### src/rtl/keypad_scan_ctrl.sv
// 4x4 matrix keypad scanner with column synchroniser, press/release debounce and two-digit history.
// Optional macro KEYPAD_MULTIKEY_REJECT_EN: multi-column patterns are treated as no key.
module keypad_scan_ctrl #(
  parameter int SCAN_DIV  = 4000,
  parameter int DB_CYCLES = 200000
) (
  input  logic       clk,
  input  logic       reset,
  input  logic [3:0] col,
  output logic [3:0] row,
  output logic [3:0] key_code,
  output logic       key_valid,
  output logic       key_held,
  output logic [3:0] s0,
  output logic [3:0] s1
);
  localparam int SW = $clog2(SCAN_DIV);
  localparam int DW = $clog2(DB_CYCLES);
  localparam logic [SW-1:0] SLOT_LAST = SW'(SCAN_DIV - 1);
  localparam logic [DW-1:0] DB_LAST   = DW'(DB_CYCLES - 1);

  typedef enum logic [1:0] {SCAN = 2'd0, DEBOUNCE = 2'd1, HELD = 2'd2, RELEASE = 2'd3} state_t;

  state_t        state_q, state_d;
  logic [3:0]    sync1_q, csync_q;
  logic [3:0]    row_q, row_d;
  logic [SW-1:0] slot_q, slot_d;
  logic [DW-1:0] db_q, db_d;
  logic [3:0]    cap_q, cap_d;
  logic [3:0]    key_code_q, key_code_d;
  logic          key_valid_q, key_valid_d;
  logic          key_held_q, key_held_d;
  logic [3:0]    s0_q, s0_d, s1_q, s1_d;
  logic          no_key_s, match_s;

  function automatic logic is_multi(input logic [3:0] pat);
    return (pat & (pat - 4'd1)) != 4'd0;
  endfunction

  function automatic logic [1:0] first_col(input logic [3:0] pat);
    if (pat[0])      return 2'd0;
    else if (pat[1]) return 2'd1;
    else if (pat[2]) return 2'd2;
    else             return 2'd3;
  endfunction

  function automatic logic [3:0] decode(input logic [3:0] row_oh, input logic [3:0] pat);
    logic [1:0] r;
    if (row_oh[0])      r = 2'd0;
    else if (row_oh[1]) r = 2'd1;
    else if (row_oh[2]) r = 2'd2;
    else                r = 2'd3;
    case ({r, first_col(pat)})
      4'h0: return 4'h1;  4'h1: return 4'h2;  4'h2: return 4'h3;  4'h3: return 4'hA;
      4'h4: return 4'h4;  4'h5: return 4'h5;  4'h6: return 4'h6;  4'h7: return 4'hB;
      4'h8: return 4'h7;  4'h9: return 4'h8;  4'hA: return 4'h9;  4'hB: return 4'hC;
      4'hC: return 4'hE;  4'hD: return 4'h0;  4'hE: return 4'hF;  4'hF: return 4'hD;
      default: return 4'h0;
    endcase
  endfunction

`ifdef KEYPAD_MULTIKEY_REJECT_EN
  assign no_key_s = (csync_q == 4'd0) || is_multi(csync_q);
  assign match_s  = (csync_q == cap_q) && !is_multi(csync_q);
`else
  assign no_key_s = (csync_q == 4'd0);
  assign match_s  = (csync_q == cap_q);
`endif

  // Next-state and output logic for the scan/debounce FSM.
  always_comb begin
    state_d     = state_q;
    row_d       = row_q;
    slot_d      = slot_q;
    db_d        = db_q;
    cap_d       = cap_q;
    key_code_d  = key_code_q;
    key_valid_d = 1'b0;
    key_held_d  = key_held_q;
    s0_d        = s0_q;
    s1_d        = s1_q;
    case (state_q)
      SCAN: begin
        if (slot_q != SLOT_LAST) begin
          slot_d = slot_q + SW'(1);
        end else if (no_key_s) begin
          row_d  = {row_q[2:0], row_q[3]};
          slot_d = '0;
        end else begin
          cap_d   = csync_q;
          db_d    = '0;
          slot_d  = '0;
          state_d = DEBOUNCE;
        end
      end
      DEBOUNCE: begin
        if (!match_s) begin
          row_d   = {row_q[2:0], row_q[3]};
          slot_d  = '0;
          state_d = SCAN;
        end else if (db_q == DB_LAST) begin
          key_valid_d = 1'b1;
          key_held_d  = 1'b1;
          key_code_d  = decode(row_q, cap_q);
          s0_d        = decode(row_q, cap_q);
          s1_d        = s0_q;
          state_d     = HELD;
        end else begin
          db_d = db_q + DW'(1);
        end
      end
      HELD: begin
        if (csync_q == 4'd0) begin
          db_d    = '0;
          state_d = RELEASE;
        end else begin
          state_d = HELD;
        end
      end
      RELEASE: begin
        if (csync_q != 4'd0) begin
          db_d    = '0;
          state_d = HELD;
        end else if (db_q == DB_LAST) begin
          key_held_d = 1'b0;
          row_d      = {row_q[2:0], row_q[3]};
          slot_d     = '0;
          state_d    = SCAN;
        end else begin
          db_d = db_q + DW'(1);
        end
      end
      default: begin
        state_d = SCAN;
        row_d   = 4'b0001;
        slot_d  = '0;
      end
    endcase
  end

  // State, synchroniser and output registers.
  always_ff @(posedge clk or posedge reset) begin
    if (reset) begin
      state_q     <= SCAN;
      sync1_q     <= 4'd0;
      csync_q     <= 4'd0;
      row_q       <= 4'b0001;
      slot_q      <= '0;
      db_q        <= '0;
      cap_q       <= 4'd0;
      key_code_q  <= 4'd0;
      key_valid_q <= 1'b0;
      key_held_q  <= 1'b0;
      s0_q        <= 4'd0;
      s1_q        <= 4'd0;
    end else begin
      state_q     <= state_d;
      sync1_q     <= col;
      csync_q     <= sync1_q;
      row_q       <= row_d;
      slot_q      <= slot_d;
      db_q        <= db_d;
      cap_q       <= cap_d;
      key_code_q  <= key_code_d;
      key_valid_q <= key_valid_d;
      key_held_q  <= key_held_d;
      s0_q        <= s0_d;
      s1_q        <= s1_d;
    end
  end

  assign row       = row_q;
  assign key_code  = key_code_q;
  assign key_valid = key_valid_q;
  assign key_held  = key_held_q;
  assign s0        = s0_q;
  assign s1        = s1_q;
endmodule

### config.mk
export PLATFORM = sky130hd
export DESIGN_NAME = keypad_scan_ctrl
export DESIGN_NICKNAME = d
export VERILOG_FILES = /design/src/rtl/keypad_scan_ctrl.sv
export SDC_FILE = /design/constraint.sdc
export NUM_CORES = 1
export LEC_CHECK = 0
export CAP_MARGIN = 20
export CORE_UTILIZATION = 59
export CTS_CLUSTER_SIZE = 8
export DETAILED_ROUTE_END_ITERATION = 10
export PLACE_DENSITY = 0.81
export SYNTH_ARGS = -nofsm -noshare
export SYNTH_HDL_FRONTEND = slang
export SYNTH_SLANG_ARGS = --single-unit
### constraint.sdc
create_clock -name clk -period 2.86 [get_ports clk]
set_input_delay 0.572 -clock clk [delete_from_list [all_inputs] [get_ports clk]]
set_output_delay 0.572 -clock clk [all_outputs]
set_load 0.005 [all_outputs]
Word-level counts from Yosys, hierarchy flattened
Memories as Yosys holds them, arrays and structs flattened. A register that Yosys moved wholly into a read port is not among the register bits.
Index checks and enable logic that the tools add are counted.
- bits of input ports: 6
- logic and storage cells: 91
- memory bits (read-only): 128
- memories kept: 2
- bits in registers: 54
- memory list (name ; depth ; bits a word ; read ports ; clocked after memory_dff ; write ports ; RTL line ; RTL):
    (no name shown) ; 16 ; 4 ; 1 ; 1 ; 0 ; 53 ; case ({r, first_col(pat)})
    (no name shown) ; 16 ; 4 ; 1 ; 1 ; 0 ; 53 ;
- equal/unequal tests: 17
- reductions and logical operators: 12
- add/sub/neg operators: 2
- mux-type cells: 46
- bitwise gates (word level): 2
- operators by type and width (cell ; count):
    $mux 18 ; 6
    $pmux 18 s4 ; 1
    $mux 12 ; 4
    $pmux 12 s3 ; 1
    $mux 2 ; 16
    $mux 4 ; 5
    $add 18x1->18 const B ; 1
    $eq 18x18->1 const B ; 1
    $ne 2x2->1 const B ; 9
    $add 12x1->12 const B ; 1
    $ne 12x12->1 const B ; 1
    $pmux 4 s3 ; 1
    $reduce_and 4->1 ; 3
    $mux 1 ; 10
    $pmux 2 s4 ; 1
    $ne 3x3->1 const B ; 2
    $reduce_and 3->1 ; 2
    $reduce_and 6->1 ; 1
    $reduce_and 5->1 ; 1
    $eq 2x2->1 const B ; 2
    $eq 4x4->1 ; 1
    $logic_not 4->1 ; 1
    $reduce_bool 4->1 ; 1
    $reduce_bool 3->1 ; 1
    5 further kinds ; 6

Longest topological paths before layout
- depth after elaboration: 6
- mapped depth: 9
- mapped depth without buffers: 8

Worst setup path after synthesis
OpenSTA, ideal clock, no wires.
- kind: reg-to-reg
- from: reg cap_q[0]
- to: reg row_q[1] (netlist: row[1])
- library setup time: 0.125 ns
- slack: 0.661 ns
- stages on the path, launching flop included: 8
- data arrival time: 2.075 ns
- path through: dfrtp_1 > buf_2 > xor2_1 > or4_1 > buf_2 > a221oi_2 > or2_4 > mux2_2
- cells in the longest elaborated chain, start to end: 3
- ends and longest elaborated chain (what ; RTL line ; RTL):
    start, declared ; 29 ; logic [3:0] cap_q, cap_d;
    start signal, assigned ; 163 ; cap_q <= cap_d;
    $eq 4x4->1 ; 67 ; assign match_s = (csync_q == cap_q);
    $ne 2x2->1 (no source line) ; -- ;
    $reduce_and 6->1 (no source line) ; -- ;
    end signal, assigned ; 160 ; row_q <= row_d;
    end, declared ; 26 ; logic [3:0] row_q, row_d;
Every way passes these cells.
A chain may end at the register's enable or synchronous reset.

Worst setup path in the final report
- from: reg slot_q[0]
- to: reg db_q[5]
- cells in the longest elaborated chain, start to end: 3
- ends and longest elaborated chain (what ; RTL line ; RTL):
    start, declared ; 27 ; logic [SW-1:0] slot_q, slot_d;
    start signal, assigned ; 161 ; slot_q <= slot_d;
    $ne 12x12->1 ; 84 ; if (slot_q != SLOT_LAST) begin
    $ne 2x2->1 (no source line) ; -- ;
    $reduce_and 4->1 (no source line) ; -- ;
    end signal, assigned ; 149 ; db_q <= '0;
    end signal, assigned ; 162 ; db_q <= db_d;
    end, declared ; 28 ; logic [DW-1:0] db_q, db_d;
Every way passes these cells.

==> metrics.csv <==
metric,value,unit
hold_buffers,0,
final_area,3880,µm²
post-route-period-util,83.7,%
synth-compound-area-share,15.1,%
fin_crit,2.39,ns
wl_met2,3440,µm
grt_max_degree,59,
synth_commonest_cells,"dfrtp_1, nand2_1, mux2i_1, a21oi_1, nand3_1",
yosysTopAreaCell,dfrtp_1,
synth_most_common_cell,dfrtp_1,
highest_layer,met4,
min-delay-path-class,reg2reg,
utilization,70.6,%
finalClockSkew,0.0130,ns
rows,27,
die_w,77.5,µm
crit_path_start_kind,flop,
port_buffers,23,
synthArstFlopShare,100,%
worst_path_dominant_cell_family,simple AND/OR/NAND/NOR gates,
htree_levels,3,
fin_setup_tns,0,ns
fillCellCount,388,
dp_slack,0.503,ns
cp.arrival,2.66,ns
synth_xor_area_share,1.30,%
grt_pass1_wl,11800,µm
p_leak,1.66,nW
synth-seq-cells,58,
synth-simple-area-share,23.4,%
fmaxAchievable,0.418,GHz
layout.nets,371,
drive_gt1_share,16.4,%
netlist_instances,338,
rsz0062_at_grt,false,
dpl_cell_area,3650,µm²
routed_via_density,6.16,
status,finished clean,
clkTransAtPathRegs,0.08,ns
ys_top_cells_by_area,"dfrtp_1, mux2i_1, mux2_2",
core_area,5510,µm²
crit_path_end_kind,flop,
yosysWarnings,0,
wirelength,6880,µm
synth_cell_types,60,
slew_viol_final,0,
critPathKind,reg2reg,
antenna_cells,0,
synth.area.mux_share,10.6,%
slew_headroom,65.9,%
globalplace.congestion,0.835,
io_pins,24,
dr.first_iter.drc_count,289,
area_growth,15.6,%
clock_path_buffers,2,
root_buffer,clkbuf_8,
start_util,61.1,%
vias,2692,
hold_ws,0.351,ns
netlist_area,3360,µm²
synth_fa_ha_area_share,1.86,%
ant_nets,0,
clock_latency,0.35,ns
hpwlAfterDp,4640,µm
dominantRegCellSynth,dfrtp_1,
drt-met1-wl,3060,µm
setup_violations,0,
track_usage,25.3,%
slowest_delay,0.42,ns
wl_met3,295,µm
crit_slowest_cell,or4_1,
syn_nets,349,
ir_worst_vdd,0.299,mV
worst_ep_required_time,3.13,ns
hold_viol_final,0,
fp.dieArea,6000,µm²
fp.dieH,77.5,µm
synth_edf_count,0,
maxCapViolCount,0,
seq_area_frac_synth,43.2,%
antenna_found_initial,0,
drc,0,
synth_top_area_share,42.4,%
grt_overflow,0,
clkSinkCount,58,
power_density,444,nW/µm²
cts_buffers,9,
cts-resized-gates,0,
path_cells,"ha_1, and4_1, nand4_1, or4_1, buf_4, a211oi_1, mux2i_1",
path_max_fanout,21,
wl_per_cell,15.8,µm
worst_pin_slew,0.506,ns
cp_num_buf_inv,1,
cts_tree,built,
syn_avg_cell_area,9.95,µm²
dr.pass1.iters,4,
first_global_vias,2568,
cts_setup_buffers,0,
synth_top_family_by_area,simple AND/OR/NAND/NOR gates,
fin_ws,0.467,ns
[routing by layer]
metal | up-vias | GRT usage, %
met4 | 0 | 10.8
met5 | - | 0
met3 | 9 | 5.65
li1 | 1294 | -
met1 | 1306 | 31.2
met2 | 83 | 42.6
[flip-flops by register name, summed over array words and instances (netlist names)]
name	flops
row	4
s0	4
sync1_q	4
slot_q	12
cap_q	4
key_valid	1
state_q	2
s1	4
csync_q	4
key_held	1
db_q	18
[metrics by stage]
stage	instances	power, mW
6_report	437	1.73
3_3_place_gp	420	0.883
5_1_grt	437	1.78
2_1_floorplan	338	0.866
3_5_place_dp	420	0.884
4_1_cts	436	1.74
[cells by family (layout without fill, tap and decap cells)]
group                    after synthesis  in the layout
buffers and inverters                 33             60
XOR/XNOR                               5              5
adder cells (fa/ha/maj)                5              5
AND/OR/NAND/NOR                      127            127
flip-flops                            58             58
AO/OA/AOI/OAI                         76             76
multiplexers                          34             34
[worst register-to-register path, delay by kind of cell (launching register included)]
kind,cells,cell delay (ns)
buf+inv,1,0.23
fa+ha+maj,1,0.21
flops,1,0.39
simple gates,3,0.94
mux,1,0.22
compound gates,1,0.32
[cell type report]
| cell class | instances | area [µm²] | area share (%) |
|---|---|---|---|
| clock buffer | 9 | 124 | 3.19 |
| multi-input combinational | 247 | 1760 | 45.3 |
| inverter | 12 | 45.0 | 1.16 |
| timing repair buffer | 32 | 310 | 7.99 |
| sequential | 58 | 1450 | 37.4 |
| tap | 72 | 90.1 | 2.32 |
| clock inverter | 7 | 101 | 2.61 |
[worst paths after layout]
| check | startpoint | to | slack (ns) | cells past startpoint |
|---|---|---|---|---|
| worst max-delay path | slot_q[0] | db_q[5] | 0.47 | 7 |
| min in group asynchronous | reset | db_q[2] | 0.59 | 3 |
| max in group asynchronous | reset | row[0] | 1.97 | 3 |
| worst min register to register | sync1_q[2] | csync_q[2] | 0.35 | 0 |
| worst min-delay path | sync1_q[2] | csync_q[2] | 0.35 | 0 |
| worst max register to register | slot_q[0] | db_q[5] | 0.47 | 7 |
[cell usage in the layout (no fill, tap or decap), drive strengths merged, types with 5 or more instances in the layout]
cell type	n
a211oi	9
a21oi	19
and3	8
and4	5
buf	9
clkbuf	9
clkdlybuf4s50	23
dfrtp	57
ha	5
inv	13
mux2	14
mux2i	20
nand2	32
nand2b	16
nand3	20
nand4	9
nor2	6
nor3	5
o21ai	17
o22ai	5
or2	5
[report_power, final]
| part | internal (mW) | switching [mW] |
|---|---|---|
| clock | 0.496 | 0.365 |
| combinational | 0.0126 | 0.0223 |
| sequential | 0.826 | 0.00599 |
Power figures use the tool's default switching activity.
